--- config.mk ---
export PLATFORM = sky130hd
export DESIGN_NAME = ram_stream_reader_flat
export DESIGN_NICKNAME = d
export VERILOG_FILES = /design/src/rtl/ram_stream_reader_pkg.sv /design/src/rtl/ram_stream_reader_if.sv /design/src/rtl/ram_stream_reader_sync_fifo.sv /design/src/rtl/ram_stream_reader.sv /design/src/flat_wrapper.sv
export SDC_FILE = /design/constraint.sdc
export NUM_CORES = 1
export LEC_CHECK = 0
export ABC_AREA = 1
export ABC_CLOCK_PERIOD_IN_PS = 7600
export CORE_ASPECT_RATIO = 1.5
export CORE_MARGIN = 2
export CORE_UTILIZATION = 50
export CTS_BUF_LIST = sky130_fd_sc_hd__clkbuf_4 sky130_fd_sc_hd__clkbuf_8
export DETAILED_ROUTE_END_ITERATION = 16
export GPL_TIMING_DRIVEN = 1
export HOLD_SLACK_MARGIN = 0.15
export PLACE_DENSITY = 0.71
export SLEW_MARGIN = 20
export SYNTH_ARGS = -nofsm -noshare
export SYNTH_HDL_FRONTEND = slang
export SYNTH_SLANG_ARGS = --single-unit
--- constraint.sdc ---
create_clock -name clk -period 7.6 [get_ports clk]
set_clock_uncertainty 0.15 [all_clocks]
set_input_delay 1.52 -clock clk [delete_from_list [all_inputs] [get_ports clk]]
set_output_delay 1.52 -clock clk [all_outputs]
set_load 0.01 [all_outputs]
--- src/rtl/ram_stream_reader_pkg.sv ---
// ram_stream_reader_pkg: shared FSM state encoding and address helper for the RAM stream reader
package ram_stream_reader_pkg;
  typedef enum logic [1:0] {IDLE, RUN, DRAIN, DONE} state_t;
  // base + offset folded back into 0..depth-1; offset is always below depth
  function automatic int unsigned wrap_addr(input int unsigned base, input int unsigned offset, input int unsigned depth);
    return (base + offset >= depth) ? base + offset - depth : base + offset;
  endfunction
endpackage

--- src/rtl/ram_stream_reader_if.sv ---
// ram_stream_reader_if: valid/ready word stream
//   data  : stream word (master -> slave)
//   valid : word present (master -> slave)
//   ready : slave accepts; transfer when valid & ready
interface ram_stream_reader_if #(parameter int DATA_WIDTH = 8) ();
  logic [DATA_WIDTH-1:0] data;
  logic valid;
  logic ready;
  modport master(output data, output valid, input ready);
  modport slave(input data, input valid, output ready);
endinterface

--- src/rtl/ram_stream_reader_sync_fifo.sv ---
// ram_stream_reader_sync_fifo: small synchronous FIFO with registered storage, occupancy count and flush
//   clk, resetn : clock, asynchronous active-low reset
//   flush       : empties the FIFO, dropping any same-cycle push
//   push/din    : write side; ignored when full unless popping in the same cycle
//   pop         : read side; ignored when empty
//   dout/valid  : head word (0 when empty) and non-empty flag
//   count       : occupancy 0..DEPTH
module ram_stream_reader_sync_fifo #(
  parameter int WIDTH = 8,
  parameter int DEPTH = 4
) (
  input  logic                     clk,
  input  logic                     resetn,
  input  logic                     flush,
  input  logic                     push,
  input  logic                     pop,
  input  logic [WIDTH-1:0]         din,
  output logic [WIDTH-1:0]         dout,
  output logic                     valid,
  output logic [$clog2(DEPTH):0]   count
);
  localparam int PW = $clog2(DEPTH);
  logic [WIDTH-1:0] mem [DEPTH];
  logic [PW-1:0] wr, rd;
  logic do_push, do_pop;
  assign do_pop = pop && count != '0;
  assign do_push = push && (count != (PW+1)'(DEPTH) || do_pop);
  assign valid = count != '0;
  assign dout = valid ? mem[rd] : '0;
  always_ff @(posedge clk or negedge resetn)
    if (!resetn) begin
      wr <= '0;
      rd <= '0;
      count <= '0;
    end else if (flush) begin
      wr <= '0;
      rd <= '0;
      count <= '0;
    end else begin
      wr <= wr + PW'(do_push);
      rd <= rd + PW'(do_pop);
      count <= count + (PW+1)'(do_push) - (PW+1)'(do_pop);
    end
  always_ff @(posedge clk)
    if (do_push && !flush) mem[wr] <= din;
endmodule

--- src/rtl/ram_stream_reader.sv ---
// ram_stream_reader: reads LENGTH consecutive words from a 1-cycle-latency RAM and streams them out in order
//   clk, resetn      : clock, asynchronous active-low reset
//   start, abort     : 1-cycle transfer request (IDLE only) / cancel of a running transfer
//   base_addr,length : first address and word count, latched on start
//   busy, done       : transfer in progress / 1-cycle completion pulse
//   ram_addr,ram_dout: RAM read address and registered read data
//   m                : output word stream (master)
module ram_stream_reader
  import ram_stream_reader_pkg::*;
#(
  parameter int DATA_WIDTH = 8,
  parameter int DEPTH = 16384,
  parameter int ADDRESS_WIDTH = $clog2(DEPTH),
  parameter int FIFO_DEPTH = 4
) (
  input  logic                     clk,
  input  logic                     resetn,
  input  logic                     start,
  input  logic                     abort,
  input  logic [ADDRESS_WIDTH-1:0] base_addr,
  input  logic [ADDRESS_WIDTH:0]   length,
  output logic                     busy,
  output logic                     done,
  output logic [ADDRESS_WIDTH-1:0] ram_addr,
  input  logic [DATA_WIDTH-1:0]    ram_dout,
  ram_stream_reader_if.master      m
);
  localparam int CW = ADDRESS_WIDTH + 1;
  localparam int FCW = $clog2(FIFO_DEPTH) + 1;
  state_t state, state_n;
  logic [ADDRESS_WIDTH-1:0] base_q, addr_q, base_sel;
  logic [CW-1:0] len_q, issued, acked, offset;
  logic [FCW-1:0] fifo_count;
  logic inflight, issue, idle_go, abort_now, pop, last_ack, credit;
  assign idle_go = state == IDLE && start;
  assign abort_now = abort && (state == RUN || state == DRAIN);
  // in-flight word counts against FIFO space so a RAM read always has a slot to land in
  assign credit = ({1'b0, fifo_count} + (FCW+1)'(inflight)) < (FCW+1)'(FIFO_DEPTH);
  // the first read is issued in the start cycle itself, giving valid two cycles after start
  assign issue = (idle_go && length != '0) || (state == RUN && !abort && issued != len_q && credit);
  assign base_sel = state == IDLE ? base_addr : base_q;
  assign offset = state == IDLE ? '0 : issued;
  assign ram_addr = issue ? ADDRESS_WIDTH'(wrap_addr(32'(base_sel), 32'(offset), DEPTH)) : addr_q;
  assign pop = m.valid && m.ready;
  assign last_ack = pop && acked == len_q - CW'(1);
  assign busy = state != IDLE;
  assign done = state == DONE;
  always_comb begin
    state_n = state;
    state_n = abort_now ? IDLE :
              state == IDLE ? (start ? (length == '0 ? DONE : RUN) : IDLE) :
              state == RUN ? (issued == len_q ? DRAIN : RUN) :
              state == DRAIN ? (last_ack ? DONE : DRAIN) : IDLE;
  end
  always_ff @(posedge clk or negedge resetn)
    if (!resetn) begin
      state <= IDLE;
      base_q <= '0;
      len_q <= '0;
      issued <= '0;
      acked <= '0;
      inflight <= 1'b0;
      addr_q <= '0;
    end else begin
      state <= state_n;
      inflight <= issue;
      addr_q <= ram_addr;
      if (idle_go) begin
        base_q <= base_addr;
        len_q <= length;
        issued <= CW'(issue);
        acked <= '0;
      end else begin
        issued <= issued + CW'(issue);
        acked <= acked + CW'(pop);
      end
    end
  // abort flushes queued words and, via flush priority, the word arriving that cycle
  ram_stream_reader_sync_fifo #(.WIDTH(DATA_WIDTH), .DEPTH(FIFO_DEPTH)) u_fifo (
    .clk(clk),
    .resetn(resetn),
    .flush(abort_now),
    .push(inflight),
    .pop(pop),
    .din(ram_dout),
    .dout(m.data),
    .valid(m.valid),
    .count(fifo_count)
  );
endmodule

--- src/flat_wrapper.sv ---
// flat-port wrapper written by rule: the top's interface ports become plain ports
module ram_stream_reader_flat import ram_stream_reader_pkg::*;
#(
  parameter int DATA_WIDTH = 8,
  parameter int DEPTH = 16384,
  parameter int ADDRESS_WIDTH = $clog2(DEPTH),
  parameter int FIFO_DEPTH = 4
)
  (clk, resetn, start, abort, base_addr, length, busy, done, ram_addr, ram_dout, m_data, m_valid, m_ready);
  ram_stream_reader_if #(.DATA_WIDTH(DATA_WIDTH)) m_i ();
  input  logic clk;
  input  logic resetn;
  input  logic start;
  input  logic abort;
  input  logic [ADDRESS_WIDTH-1:0] base_addr;
  input  logic [ADDRESS_WIDTH:0] length;
  output logic busy;
  output logic done;
  output logic [ADDRESS_WIDTH-1:0] ram_addr;
  input  logic [DATA_WIDTH-1:0] ram_dout;
  output wire logic [$bits(m_i.data)-1:0] m_data;
  output wire logic [$bits(m_i.valid)-1:0] m_valid;
  input wire logic [$bits(m_i.ready)-1:0] m_ready;
  assign m_data = m_i.data;
  assign m_valid = m_i.valid;
  assign m_i.ready = m_ready;
  ram_stream_reader #(.DATA_WIDTH(DATA_WIDTH), .DEPTH(DEPTH), .ADDRESS_WIDTH(ADDRESS_WIDTH), .FIFO_DEPTH(FIFO_DEPTH)) u_core (.clk(clk), .resetn(resetn), .start(start), .abort(abort), .base_addr(base_addr), .length(length), .busy(busy), .done(done), .ram_addr(ram_addr), .ram_dout(ram_dout), .m(m_i));
endmodule
==> flow_summary.json, run 1 <==
{
  "syn_to_final_growth_pct": 17.1,
  "insertion_delay_ns": 0.43,
  "drt_first_pass_iters": 6,
  "diodes": 0,
  "grt_pass1_wl_mm": 25.9,
  "post_cts_buffers": 0,
  "vias": 5416,
  "max_cap_viol_count": 0,
  "grt_start_max_net_pins": 84,
  "path_max_fanout": 26,
  "critPathLaunchType": "flop",
  "cts_root_buf": "clkbuf_8",
  "gp_congestion": 0.932,
  "ys_seq_area_frac": 0.455,
  "clkSlewWorstSetupHoldPaths_ns": 0.08,
  "max_stage_delay_ns": 0.62,
  "synth_edf_count": 32,
  "synthDistinctLibCells": 44,
  "finalHoldViolations": 0,
  "fin_crit_sh": 0.840,
  "grt_antenna_before_repair": 0,
  "async_flop_share": 0.722,
  "dp_hpwl_mm": 11.4,
  "drc": 0,
  "ctsResizeCount": 0,
  "io_pins": 67,
  "grt_use_total": 0.224,
  "drive_gt1_frac": 0.119,
  "required_ns": 5.93,
  "clock-sinks": 115,
  "routed_via_density": 5.23,
  "min_period_ns": 6.38,
  "cts_buffer_depth": 2,
  "slew_headroom": 0.471,
  "cellPowerDensity_nw_per_um2": 384,
  "critPathTopFamily": "buffers and inverters",
  "ctsHtreeMaxLevel": 4,
  "die_x_um": 98.4,
  "num-nets-final": 934,
  "whs_ns": 0.318,
  "drt_iter0_drc": 286,
  "max_freq_ghz": 0.157,
  "die_h_um": 146,
  "crit_type": "flop to output pin",
  "p_leak_uw": 0.00359,
  "ys_ff_latch": 115,
  "worstPathArrival_ns": 4.71,
  "finalSetupViolCount": 0,
  "numPortBuffers": 66,
  "synth.cell_area_um2": 6680,
  "crit_top_cell": "inv_1",
  "core_area_um2": 13000,
  "placed_cells_incl_taps": 1004,
  "layout.cells.non_filler": 1036,
  "layout_common_cells": "153 x nand2_1, 98 x inv_1, 93 x nor2_1",
  "yosys_warnings": 0,
  "syn-instance-count": 798,
  "post-route-util": 0.601,
  "status": "finished clean",
  "drt-total-wl_mm": 15.3,
  "worst-path-buf-inv": 4,
  "endpoint_kind": "output pin",
  "slowest_stage": "ha_1",
  "cts_buffers": 17,
  "wl_per_cell_um": 14.8,
  "grt_pass1_vias": 5545,
  "hold_buffers": 0,
  "hp-class": "flop to flop",
  "final_antenna_net_count": 0,
  "cts_tree": "built",
  "overflow": 0,
  "initial_core_util": 0.513,
  "final_common_cell": "nand2_1",
  "slew_viol_final": 0,
  "synth_ff_type": "dfrtp_1",
  "worstPathCellList": "inv_1 > ha_1 > inv_1 > o21ai_0 > ha_1 > inv_1 > fa_1 > o21ai_1 > a21oi_1 > o21ai_1 > a21oi_1 > nand2_1 > nand3_1 > nand2_1 > clkdlybuf4s50_1",
  "dieArea_um2": 14300,
  "ir_drop_mv": 0.273,
  "rsz0062_at_grt": "false",
  "setup_tns_ns": 0,
  "row_count": 51,
  "worst_pin_slew_ns": 0.793,
  "avgSynthCellArea_um2": 8.37,
  "syn_nets": 868
}
==> logic make-up (layout without fill, tap and decap cells) <==
| group | count (synthesis) | after routing | synth area share |
|---|---|---|---|
| AND/OR/NAND/NOR | 336 | 336 | 0.231 |
| AO/OA/AOI/OAI | 141 | 141 | 0.118 |
| buffers and inverters | 136 | 215 | 0.0862 |
| flip-flops | 115 | 115 | 0.455 |
| XOR/XNOR | 42 | 42 | 0.0551 |
| adder cells (fa/ha/maj) | 28 | 28 | 0.0547 |
==> through the flow <==
| step | setup WS (ns) | total power (uW) | instance area, um2 |
|---|---|---|---|
| 2_1_floorplan | 2.73 | 1990 | 6680 |
| 3_3_place_gp | 1.54 | 2400 | 7420 |
| 3_5_place_dp | 1.49 | 2460 | 7420 |
| 4_1_cts | 1.21 | 3030 | 7820 |
| 5_1_grt | 0.805 | 3260 | 7820 |
| 6_report | 1.22 | 3010 | 7820 |
==> final cells by class <==
| type | count | area, um2 |
|---|---|---|
| fillers | 1148 | 5200 |
| repair buffers | 71 | 699 |
| clock buffers | 17 | 234 |
| clock inverters | 15 | 159 |
| inverters | 112 | 425 |
| well taps | 159 | 199 |
| flip-flops and latches | 115 | 3040 |
| multi-input cells | 547 | 3070 |
==> final timing paths <==
kind                                                   from                               end  slack [ns]  depth (start not counted)
worst max-delay path              u_core.state[0]$_DFF_PN0_                      ram_addr[10]        1.22                         15
worst min-delay path            u_core.addr_q[13]$_DFF_PN0_       u_core.addr_q[13]$_DFF_PN0_        0.32                          2
worst max register to register    u_core.state[0]$_DFF_PN0_       u_core.addr_q[10]$_DFF_PN0_        3.58                         15
worst min register to register  u_core.addr_q[13]$_DFF_PN0_       u_core.addr_q[13]$_DFF_PN0_        0.32                          2
max in group asynchronous                            resetn  u_core.u_fifo.count[0]$_DFF_PN0_        5.76                          1
min in group asynchronous                            resetn        u_core.acked[12]$_DFF_PN0_        0.95                          1
==> flip-flops by register name, indices dropped and copies added (netlist names) <==
register,cells
u_core.u_fifo.rd,2
u_core.u_fifo.mem,32
u_core.inflight,1
u_core.u_fifo.wr,2
u_core.state,2
u_core.u_fifo.count,3
u_core.base_q,14
u_core.len_q,15
u_core.issued,15
u_core.addr_q,14
u_core.acked,15
==> power breakdown <==
group	switching, uW	total, uW	internal, uW
Clock	267	560	293
Combinational	843	1450	609
Sequential	172	993	821
==> synth_stat cells, types with 5 or more instances <==
library cell  instances  area [um2]
a21oi_1              42         210
nor2_2               11        68.8
inv_1                98         368
xor2_1               22         193
xnor2_1              20         175
nor2_1               93         349
ha_1                 26         325
nand4_1              12        75.1
dfrtp_1              83        2080
o21ai_1               8        40.0
nor3_1               14        70.1
clkbuf_1             15        56.3
nand2_1             154         578
nand3_2               5        50.1
edfxtp_1             32         961
nand2_2              12        75.1
nand3_1              21         105
inv_2                12        45.0
o21ai_2              11        96.3
o21ai_0              69         345
==> worst reg2reg max path: stages, from the launching register on <==
cell and delay, ns:
dfrtp_1 0.41, inv_1 0.09, ha_1 0.62, inv_1 0.56
o21ai_0 0.30, ha_1 0.22, inv_1 0.08, fa_1 0.40
o21ai_1 0.34, a21oi_1 0.16, o21ai_1 0.22, a21oi_1 0.11
inv_1 0.06, nand2_1 0.04, nand3_1 0.06, nand2_1 0.07
==> layer usage <==
| layer | GRT usage | routed length, um |
|---|---|---|
| met1 | 0.251 | 5940 |
| met2 | 0.407 | 8280 |
| met3 | 0.0418 | 586 |
| met4 | 0.101 | 507 |
| met5 | 0 | 0 |
Power figures use the tool's default switching activity.
==> inputs of run 2 (changes only) <==
- ABC_CLOCK_PERIOD_IN_PS: 7600 -> 5820
- PLACE_DENSITY: 0.71 -> 0.74
- clock period: 7.6 -> 5.82 ns (I/O delays scaled with it)
==> run 2 against run 1 <==
  * Die area unchanged
  * Cell area increased by 0.11%
  * Cell count about the same
  * Global-route usage decreased by 1.5 points
==> flow_summary.json, run 2 (synthesized netlist as in run 1, its figures left out) <==
{
  "insertion_delay_ns": 0.44,
  "largest_reg_flops": 32,
  "drt_iter0_drc": 245,
  "drt-total-wl_mm": 14.6,
  "wl_per_cell_um": 14.1,
  "max_cap_viol_count": 0,
  "worst_hold_path.endpoint": "u_core.addr_q[3]$_DFF_PN0_",
  "crit_type": "flop to output pin",
  "hold_buffers": 0,
  "initial_core_util": 0.513,
  "cts_root_buf": "clkbuf_8",
  "overflow": 0,
  "r2r_slack_ns": 2.51,
  "post_cts_buffers": 0,
  "p_leak_uw": 0.00360,
  "dieArea_um2": 14300,
  "row_count": 51,
  "cellPowerDensity_nw_per_um2": 498,
  "dpl_cell_area_um2": 7440,
  "clkSlewWorstSetupHoldPaths_ns": 0.07,
  "numPortBuffers": 66,
  "hp-class": "flop to flop",
  "rsz0062_at_grt": "false",
  "clock-sinks": 115,
  "finalHoldViolations": 0,
  "drc": 0,
  "status": "finished clean",
  "min_period_ns": 5.33,
  "layout_common_cells": "153 x nand2_1, 98 x inv_1, 93 x nor2_1",
  "drive_gt1_frac": 0.123,
  "cts_buffers": 17,
  "path_max_fanout": 26,
  "vias": 5313,
  "cp.depth": 16,
  "drt_first_pass_iters": 5,
  "layout.cells.non_filler": 1037,
  "dp_hpwl_mm": 10.8,
  "worstPathArrival_ns": 4.01,
  "ff2ff_path_depth": 16,
  "worstPathCellList": "inv_1 > ha_1 > inv_1 > nand2_1 > o21ai_0 > ha_1 > inv_1 > fa_1 > o21ai_1 > a21oi_1 > o21ai_1 > a21oi_1 > nand2_1 > nand3_1 > nand2_1 > clkdlybuf4s50_1",
  "fin_crit_sh": 0.915,
  "critPathTopFamily": "buffers and inverters",
  "final_common_cell": "nand2_1",
  "io_pins": 67,
  "grt_use_total": 0.209,
  "endpoint_kind": "output pin",
  "reg2reg_from": "u_core.state[0]$_DFF_PN0_",
  "placed_cells_incl_taps": 1005,
  "diodes": 0,
  "slowest_stage": "inv_1",
  "die_h_um": 146,
  "grt_antenna_before_repair": 0,
  "critPathLaunchType": "flop",
  "gp_congestion": 0.911,
  "die_x_um": 98.4,
  "syn_to_final_growth_pct": 17.3,
  "cts_buffer_depth": 2,
  "grt_start_max_net_pins": 84,
  "max_freq_ghz": 0.188,
  "min_path_cells": 2,
  "cts_tree": "built",
  "worst-path-buf-inv": 4,
  "holdCritStartpoint": "u_core.addr_q[3]$_DFF_PN0_",
  "core_area_um2": 13000,
  "grt_pass1_wl_mm": 24.2,
  "max_stage_delay_ns": 0.54,
  "fin_area_um2": 7830,
  "routed_via_density": 5.12,
  "ctsHtreeMaxLevel": 4,
  "finalSetupViolCount": 0,
  "worstReg2RegEnd": "u_core.addr_q[10]$_DFF_PN0_",
  "grt_pass1_vias": 5172,
  "final_antenna_net_count": 0,
  "top_register": "u_core.u_fifo.mem",
  "num-nets-final": 935,
  "power_uw": 3900,
  "slew_viol_final": 0,
  "required_ns": 4.51,
  "worst_pin_slew_ns": 0.777,
  "slew_headroom": 0.482,
  "ctsResizeCount": 0,
  "setup_tns_ns": 0,
  "ir_drop_mv": 0.300
}
[run 2: final cells by class]
type	instances	area [um2]
clock buffer	17	234
clock inverter	15	150
fill	1173	5190
inverter	112	425
multi-input combinational	547	3080
sequential	115	3040
tap	159	199
timing repair buffer	72	707
[run 2: worst max-delay path by stage]
stage,endpoint,slack [ns],startpoint
floorplan,ram_addr[10],1.67,base_addr[0]
global placement,ram_addr[10],0.54,base_addr[0]
detailed placement,ram_addr[10],0.53,base_addr[0]
CTS,ram_addr[10],0.48,u_core.state[0]$_DFF_PN0_
global route,ram_addr[10],0.17,u_core.state[0]$_DFF_PN0_
finish,ram_addr[10],0.49,u_core.state[0]$_DFF_PN0_
[run 2: worst min-delay path, cell delays in order (launching register included)]
cell     delay (ns)
dfrtp_1        0.32
nand2_1        0.06
o21ai_2        0.06
[run 2: metrics by stage]
stage | hold slack (ns) | utilization | setup slack, ns
after floorplan | 0.298 | - | 1.67
after global placement | 0.301 | 0.571 | 0.544
after detailed placement | 0.305 | 0.572 | 0.526
after CTS | 0.324 | 0.601 | 0.484
after global routing | 0.332 | 0.601 | 0.168
final | 0.320 | 0.601 | 0.492
[run 2: metal layers]
| layer | part of all wire | up-vias | GRT usage |
|---|---|---|---|
| met5 | 0 | - | 0 |
| met4 | 0.024 | 0 | 0.0740 |
| met3 | 0.036 | 21 | 0.0466 |
| met2 | 0.54 | 102 | 0.384 |
| met1 | 0.40 | 2482 | 0.234 |
| li1 | - | 2708 | - |
[run 2: power breakdown]
part,internal (uW),total [uW],switching [uW]
Combinational,801,1880,1080
Clock,349,721,372
Sequential,1070,1290,220
